### src/rtl/lcd_bus_pkg.sv
// Shared types and helpers for the LCD write bus: scheduler states,
// ctrl bit positions, requester indices and the long-command decode.
package lcd_bus_pkg;

    typedef enum logic [2:0] {
        ST_IDLE,
        ST_SETUP,
        ST_PULSE,
        ST_HOLD,
        ST_EXEC
    } lcd_state_e;

    localparam int CTRL_RS = 2;
    localparam int CTRL_RW = 1;
    localparam int CTRL_E  = 0;

    localparam logic REQ_INIT = 1'b0;
    localparam logic REQ_CHAR = 1'b1;

    // Clear display (0x01) and return home (0x02/0x03) need the long execution wait.
    function automatic logic is_long_cmd(input logic rs, input logic [7:0] data);
        return !rs && ((data == 8'h01) || (data == 8'h02) || (data == 8'h03));
    endfunction

endpackage

### src/rtl/lcd_wait_counter.sv
// Loadable down counter that parks at zero; zero_o flags the last cycle of a phase.
module lcd_wait_counter #(
    parameter int CNT_W = 17
) (
    input  logic             clk_i,
    input  logic             rst_ni,
    input  logic             load_i,
    input  logic [CNT_W-1:0] load_val_i,
    output logic             zero_o
);

    logic [CNT_W-1:0] cnt_q;

    // Load has priority; otherwise count down and hold at zero.
    always_ff @(posedge clk_i or negedge rst_ni) begin
        if (!rst_ni) begin
            cnt_q <= '0;
        end else if (load_i) begin
            cnt_q <= load_val_i;
        end else if (cnt_q != '0) begin
            cnt_q <= cnt_q - CNT_W'(1);
        end
    end

    assign zero_o = (cnt_q == '0);

endmodule

### src/rtl/lcd_bus_scheduler.sv
// Owns the HD44780 write bus, arbitrates two requesters and times every
// write through setup, enable pulse, hold and command execution.
//
// state    | meaning
// ---------+---------------------------------------------------------
// ST_IDLE  | bus free, arbitration open (lock keeps it with the owner)
// ST_SETUP | RS/data driven, E low for T_SETUP cycles
// ST_PULSE | E high for T_PW cycles
// ST_HOLD  | E low, RS/data held for T_HOLD cycles
// ST_EXEC  | waiting for the LCD to execute (T_EXEC or T_EXEC_LONG)
module lcd_bus_scheduler
    import lcd_bus_pkg::*;
#(
    parameter int T_SETUP     = 2,
    parameter int T_PW        = 12,
    parameter int T_HOLD      = 2,
    parameter int T_EXEC      = 2000,
    parameter int T_EXEC_LONG = 82000,
    parameter int CNT_W       = 17
) (
    input  logic       clk_i,
    input  logic       rst_ni,
    input  logic       req0_valid_i,
    input  logic       req0_rs_i,
    input  logic [7:0] req0_data_i,
    input  logic       req0_lock_i,
    input  logic       req1_valid_i,
    input  logic       req1_rs_i,
    input  logic [7:0] req1_data_i,
    input  logic       req1_lock_i,
    output logic       req0_ready_o,
    output logic       req1_ready_o,
    output logic [1:0] grant_o,
    output logic       busy_o,
    output logic [7:0] dout_o,
    output logic [2:0] ctrl_o
);

    lcd_state_e state_q;
    logic       owner_q;
    logic       owner_valid_q;
    logic       rs_q;
    logic [7:0] data_q;
    logic       e_q;

    logic [1:0]       valid;
    logic [1:0]       lock;
    logic [1:0]       ready;
    logic             idle;
    logic             lock_hold;
    logic             accept;
    logic             accept_sel;
    logic             cnt_zero;
    logic             cnt_load;
    logic [CNT_W-1:0] cnt_val;

    assign valid     = {req1_valid_i, req0_valid_i};
    assign lock      = {req1_lock_i, req0_lock_i};
    // Ready is held low during reset so nothing looks accepted before the first edge.
    assign idle      = (state_q == ST_IDLE) && rst_ni;
    assign lock_hold = owner_valid_q && lock[owner_q];

    // Arbitration: a locked owner keeps the bus, otherwise the init sequencer wins.
    always_comb begin
        ready = 2'b00;
        if (idle) begin
            if (lock_hold) begin
                ready[owner_q] = valid[owner_q];
            end else if (valid[REQ_INIT]) begin
                ready[REQ_INIT] = 1'b1;
            end else if (valid[REQ_CHAR]) begin
                ready[REQ_CHAR] = 1'b1;
            end
        end
    end

    assign accept     = |ready;
    assign accept_sel = ready[REQ_CHAR];

    // Counter reloads with (phase length - 1) on every state entry.
    always_comb begin
        cnt_load = 1'b0;
        cnt_val  = '0;
        case (state_q)
            ST_IDLE: begin
                cnt_load = accept;
                cnt_val  = CNT_W'(T_SETUP - 1);
            end
            ST_SETUP: begin
                cnt_load = cnt_zero;
                cnt_val  = CNT_W'(T_PW - 1);
            end
            ST_PULSE: begin
                cnt_load = cnt_zero;
                cnt_val  = CNT_W'(T_HOLD - 1);
            end
            ST_HOLD: begin
                cnt_load = cnt_zero;
                cnt_val  = is_long_cmd(rs_q, data_q) ? CNT_W'(T_EXEC_LONG - 1)
                                                     : CNT_W'(T_EXEC - 1);
            end
            default: begin
                cnt_load = 1'b0;
                cnt_val  = '0;
            end
        endcase
    end

    lcd_wait_counter #(
        .CNT_W (CNT_W)
    ) u_wait (
        .clk_i      (clk_i),
        .rst_ni     (rst_ni),
        .load_i     (cnt_load),
        .load_val_i (cnt_val),
        .zero_o     (cnt_zero)
    );

    // Bus FSM with registered RS/data/E; RS and data only change on an accept.
    always_ff @(posedge clk_i or negedge rst_ni) begin
        if (!rst_ni) begin
            state_q       <= ST_IDLE;
            owner_q       <= REQ_INIT;
            owner_valid_q <= 1'b0;
            rs_q          <= 1'b0;
            data_q        <= 8'h00;
            e_q           <= 1'b0;
        end else begin
            case (state_q)
                ST_IDLE: begin
                    if (owner_valid_q && !lock[owner_q]) begin
                        owner_valid_q <= 1'b0;
                    end
                    if (accept) begin
                        owner_q       <= accept_sel;
                        owner_valid_q <= 1'b1;
                        rs_q          <= accept_sel ? req1_rs_i : req0_rs_i;
                        data_q        <= accept_sel ? req1_data_i : req0_data_i;
                        state_q       <= ST_SETUP;
                    end
                end
                ST_SETUP: begin
                    if (cnt_zero) begin
                        state_q <= ST_PULSE;
                        e_q     <= 1'b1;
                    end
                end
                ST_PULSE: begin
                    if (cnt_zero) begin
                        state_q <= ST_HOLD;
                        e_q     <= 1'b0;
                    end
                end
                ST_HOLD: begin
                    if (cnt_zero) begin
                        state_q <= ST_EXEC;
                    end
                end
                ST_EXEC: begin
                    if (cnt_zero) begin
                        state_q <= ST_IDLE;
                    end
                end
                default: begin
                    state_q <= ST_IDLE;
                    e_q     <= 1'b0;
                end
            endcase
        end
    end

    assign req0_ready_o    = ready[REQ_INIT];
    assign req1_ready_o    = ready[REQ_CHAR];
    assign busy_o          = (state_q != ST_IDLE);
    assign grant_o         = (busy_o || owner_valid_q) ? (owner_q ? 2'b10 : 2'b01) : 2'b00;
    assign dout_o          = data_q;
    assign ctrl_o[CTRL_RS] = rs_q;
    assign ctrl_o[CTRL_RW] = 1'b0;
    assign ctrl_o[CTRL_E]  = e_q;

endmodule

### config.mk
export PLATFORM = sky130hd
export DESIGN_NAME = lcd_bus_scheduler
export DESIGN_NICKNAME = d
export VERILOG_FILES = /design/src/rtl/lcd_bus_pkg.sv /design/src/rtl/lcd_wait_counter.sv /design/src/rtl/lcd_bus_scheduler.sv
export SDC_FILE = /design/constraint.sdc
export NUM_CORES = 1
export LEC_CHECK = 0
export ABC_AREA = 1
export CORE_MARGIN = 5
export CORE_UTILIZATION = 40
export CTS_CLUSTER_SIZE = 24
export DETAILED_ROUTE_END_ITERATION = 10
export GPL_TIMING_DRIVEN = 0
export HOLD_SLACK_MARGIN = 0.1
export PLACE_DENSITY = 0.63
export SYNTH_ARGS = -nofsm -noshare
export SYNTH_HDL_FRONTEND = slang
export SYNTH_SLANG_ARGS = --single-unit
### constraint.sdc
create_clock -name clk_i -period 2.3 [get_ports clk_i]
set_input_delay 0.46 -clock clk_i [delete_from_list [all_inputs] [get_ports clk_i]]
set_output_delay 0.46 -clock clk_i [all_outputs]
set_load 0.005 [all_outputs]
After elaboration in Yosys (flattened, before gate mapping) --
Index checks and enable logic that the tools add are counted.
Word-level totals: register bits 32, latch bits 0, memory bits (writable) 0, memory bits (read-only) 0, bits of input ports 24, output and inout bits 16, word-level logic and storage cells 79, memories kept 0
Operators by class: add/subtract/negate cells 1, $mul 0, div/mod/pow operators 0, $lt $le $gt $ge 2, eq/ne operators 12, shift-type cells 0, muxes and demuxes 31, bitwise gates (word level) 2, reduce and logical (&&, ||, !) cells 24
Operators by type and width (count):
- $mux W17 | 3
- $pmux W17 S3 | 1
- $logic_not A17 Y1 | 1
- $reduce_bool A17 Y1 | 1
- $sub A17 B1 Y17 const B | 1
- $eq A8 B2 Y1 const B | 2
- $mux W3 | 5
- $pmux W3 S5 | 1
- $mux W1 | 13
- $ne A2 B2 Y1 const B | 5
- $eq A8 B1 Y1 const B | 1
- $mux W2 | 4
- $mux W8 | 1
- $eq A3 B2 Y1 const B | 2
- $reduce_or A3 Y1 | 2
- $logic_and A1 B1 Y1 | 5
- $reduce_and A5 Y1 | 1
- $reduce_and A2 Y1 | 2
- $reduce_bool A2 Y1 | 2
- $reduce_or A2 Y1 | 2
- $eq A3 B1 Y1 const B | 1
- $eq A3 B3 Y1 const B | 1
- $logic_not A3 Y1 | 1
- $logic_or A1 B1 Y1 | 3
- 10 further kinds | 11

Logic depth before layout (Yosys ltp) --
depth in word-level cells 10, mapped depth 10, gate-level depth less buffers 10

Modules after synthesis --
A second synthesis with hierarchy kept.
Second synthesis, totals: cells, all modules 309, area total of the unflattened synthesis 2170.8 um^2
By module, submodules not included:
- lcd_wait_counter | times used 1, cells an instance 170, area an instance 1181.1 um^2, seq. area each 425.4 um^2
- lcd_bus_scheduler | times used 1, cells an instance 139, area an instance 989.7 um^2, seq. area each 375.4 um^2

Least setup slack after synthesis --
OpenSTA, ideal clock, no wires.
path type register to register, start reg u_wait.cnt_q[0], end reg state_q[0], library setup time 0.127 ns, data arrival time 1.331 ns, required time 2.173 ns, path slack 0.842 ns, stages on the path, launching flop included 10, buffers on the path 0, period minus slack after synthesis 1.458 ns, path through dfrtp_1 > inv_1 > ha_1 > nand2_1 > nor2_1 > nand3_4 > inv_1 > nand2_1 > nand3_1 > o21ai_0
Between the ends: longest elaborated chain between the ends 3, elaborated cells between the ends (all ways) 6, classes of those cells eq/ne (4); reduce/logical (2)
RTL lines:
- start: declaration | RTL line lcd_wait_counter.sv:12 | logic [CNT_W-1:0] cnt_q;
- start signal: assignment | RTL line lcd_wait_counter.sv:19 | cnt_q <= load_val_i;
- start signal: assignment | RTL line lcd_wait_counter.sv:21 | cnt_q <= cnt_q - CNT_W'(1);
- $logic_not A17 Y1 (*) | RTL line lcd_wait_counter.sv:25 | assign zero_o = (cnt_q == '0);
- $ne A2 B2 Y1 (no source line)
- $reduce_and A5 Y1 (no source line) (*)
- end signal: assignment | RTL line lcd_bus_scheduler.sv:122 | state_q <= ST_IDLE;
- end signal: assignment | RTL line lcd_bus_scheduler.sv:139 | state_q <= ST_SETUP;
- end signal: assignment | RTL line lcd_bus_scheduler.sv:144 | state_q <= ST_PULSE;
- end: declaration | RTL line lcd_bus_scheduler.sv:39 | lcd_state_e state_q;
Mark *: on every way between the ends. The rest lies on a longest branch, timed or not. A chain may end at the register's enable or synchronous reset.

Worst setup path in the final report --
start reg state_q[0], end out grant_o[0]
Between the ends: longest elaborated chain between the ends 3
RTL lines:
- $reduce_bool A3 Y1 | RTL line lcd_bus_scheduler.sv:174 | assign busy_o = (state_q != ST_IDLE);
- $logic_or A1 B1 Y1 | RTL line lcd_bus_scheduler.sv:175 | assign grant_o = (busy_o || owner_valid_q) ? (owner_q ? 2'b10 : 2'b01) : 2'b00;
- $mux W2 | RTL line lcd_bus_scheduler.sv:175
- end: declaration | RTL line lcd_bus_scheduler.sv:33 | output logic [1:0] grant_o,
No other way between the ends.

==> flow_summary.yaml <==
yosys:
  synth_area_leaders: "dfrtp_1 (40%), nand2_1 (9.1%), nand3_1 (6.3%)"
  synth_nets: 280
  synth-edff-count: 0
  yosysTopAreaCell: "dfrtp_1"
  ys_ff_latch: 32
  yosys.cell_count.top_type: "nand2_1"
  synth_xor_area_share_pct: 3.98
  synth-compound-area-share_pct: 10.8
  synth_cell_types: 31
  synth-main-ff-cell: "dfrtp_1"
  yosys_warnings: 0
  ys_top_cells_by_count: "nand2_1 (48), dfrtp_1 (32), inv_1 (32)"
  synthAdderAreaFrac_pct: 1.26
  syn-cell-area_um2: 1980
  ys_async_sr_fraction_pct: 100
  muxShareOfSynthArea_pct: 0
  synth_cells: 254
  seq_area_frac_synth_pct: 40.4
  synth_top_area_share_pct: 40.4
  yosys.area_share.simple_pct: 33.2
  syn_avg_cell_area_um2: 7.80
  synth_top_family_by_area: "simple AND/OR/NAND/NOR gates"
finish:
  area.growth.synth_to_final_pct: 31.4
  nets: 326
  stdcell_area_um2: 2610
  diodes: 0
  post_route_cells_drive_above_1_share_pct: 14.3
clock_tree:
  htreeDepth: 2
  clkSinkCount: 32
  cts_root_buffer: "clkbuf_8"
  cts_setup_buffers: 0
  clk_pin_slew_ns: 0.07
  cts_tree: "done"
  clock_latency_ns: 0.29
  clockBufferDepth: 2
  cts_buffers: 5
placed_design:
  pre_cts_ws_ns: -0.436
  portBuffers: 38
  hpwlAfterDp_mm: 3.49
  place_congestion: 0.847
  place_area_um2: 2440
grt:
  grt-ovfl-total: 0
  antenna_found_initial: 0
  grt_usage_pct: 16.0
  grt_max_degree: 33
  grt_first_pass_wirelength_mm: 8.00
  grt_pass1_vias: 1840
critical_path:
  end_kind: "output port"
  rrSetupSlack_ns: 0.56
  cp.arrival_ns: 1.64
  r2r-end: "state_q[0]"
  cp_max_fo: 5
  reg2reg_from: "u_wait.cnt_q[0]"
  worstSetupStartpoint: "state_q[0]"
  cp_slowest_cell: "clkdlybuf4s50_1"
  crit_type: "reg -> out"
  required_ns: 1.84
  r2r_cells: 9
  critPathLaunchType: "flop"
  max_stage_delay_ns: 0.44
  crit_chain: "nor2_4, nand2_1, o21ai_0, inv_1, clkdlybuf4s50_1"
drt:
  drt_first_iter_violations: 83
  vias: 1740
  wl_per_cell_um: 12.4
  antenna_left: 0
  route.detailed.drc: 0
  routed_via_density: 4.73
  totalWireLength_mm: 4.57
  drt-pass1-iter-count: 4
timing:
  hold_viol: 0
  rsz0062_at_grt: "no"
  fmaxAchievable_ghz: 0.477
  finalSetupViolCount: 0
  fin_crit_ns: 2.10
  slew_violations: 0
  timing.final.ws_setup_ns: 0.203
  fin_crit_sh_pct: 91.2
  skew_ns: 0.00877
pwr:
  p_total_mw: 3.32
  ir_worst_vdd_v: 0.000592
  leakage_nw: 1.29
  p_per_area_nw_per_um2: 1270
min_path:
  hold_class: "in -> async"
floorplan:
  die_h_um: 80.4
  core_area_um2: 4750
  fp.dieW_um: 80.4
  die_area_um2: 6460
  start_util_pct: 41.7
  floorplan.io_pins: 40
  rows: 25
job:
  cap_violations: 0
status:
  status: "completed"
==> critical path: cells and delay by family (launching register included) <==
| family | cells | cell delay, ns |
|---|---|---|
| buf+inv | 2 | 0.49 |
| compound gates | 1 | 0.17 |
| simple gates | 2 | 0.27 |
| flops | 1 | 0.41 |
==> kinds of logic after synthesis <==
group	Yosys count
AO/OA/AOI/OAI	36
XOR/XNOR	9
flip-flops	32
adder cells (fa/ha/maj)	2
buffers and inverters	42
AND/OR/NAND/NOR	132
other	1
==> worst max path at each step <==
stage | endpoint | slack, ns | cells after the start
floorplan | state_q[0] | 0.84 | 9
global placement | req0_ready_o | -1.46 | 6
detailed placement | req0_ready_o | -0.44 | 6
CTS | req1_ready_o | 0.05 | 7
global route | grant_o[1] | 0.07 | 5
finish | grant_o[0] | 0.20 | 5
==> per-layer routing <==
metal  track usage [%]  up-vias  part of all wire, %
met1              18.6      777                   45
met5                 0        -                    0
li1                  -      916                    -
met4              4.56        0                 0.92
met2              26.9       41                   46
met3              6.61        6                  8.4
==> layout make-up <==
type / instances / area [µm²]
Timing Repair Buffer: 39 / 403
Multi-Input combinational cell: 180 / 990
Clock buffer: 7 / 96.3
Inverter: 35 / 131
Sequential cell: 32 / 801
Clock inverter: 1 / 30.0
Buffer: 7 / 70.1
Tap cell: 67 / 83.8
Fill cell: 463 / 2150
==> metrics by stage <==
| step | hold slack, ns | util (%) | TNS [ns] | cells |
|---|---|---|---|---|
| after detailed placement | 0.499 | 51.3 | -0.726 | 359 |
| after global routing | 0.111 | 54.8 | 0 | 368 |
| after floorplan | 0.164 | - | 0 | 254 |
| final | 0.106 | 54.8 | 0 | 368 |
| after global placement | 0.482 | 51.4 | -25.62 | 359 |
| after CTS | 0.108 | 54.6 | 0 | 368 |
==> repair_timing <==
item	4_1_cts	5_1_grt
hold endpoints to repair	32	0
hold buffers	1	0
setup endpoints to repair	2	1
resized for setup	5	2
==> registers in the layout (all words and copies together) (netlist names) <==
register	cells
dout_o	8
e_q	1
owner_q	1
owner_valid_q	1
rs_q	1
state_q	3
u_wait.cnt_q	17
==> power by group <==
| part | switching [mW] | leakage, nW | internal [mW] |
|---|---|---|---|
| clock network | 0.220 | 0.0645 | 0.382 |
| logic | 0.944 | 0.833 | 0.754 |
| registers | 0.212 | 0.395 | 0.804 |
==> placed cells by master, fill, tap and decap left out, types with 3 or more instances in the layout <==
cell / Yosys / final
clkdlybuf4s50_1: 0 / 35
buf_4: 3 / 3
o22ai_1: 9 / 9
nand2_1: 48 / 48
nand3_1: 25 / 25
nor2_2: 4 / 3
nand2_2: 5 / 4
clkbuf_8: 0 / 7
inv_1: 32 / 31
nand4_1: 3 / 3
nor3_1: 7 / 7
xor2_1: 5 / 5
buf_6: 2 / 3
a21oi_1: 16 / 16
dfrtp_1: 32 / 32
xnor2_1: 4 / 4
nor2_1: 28 / 28
nor2_4: 4 / 5
o21ai_0: 7 / 7
inv_2: 3 / 4
Note: power is estimated with default switching activity, not from simulation.
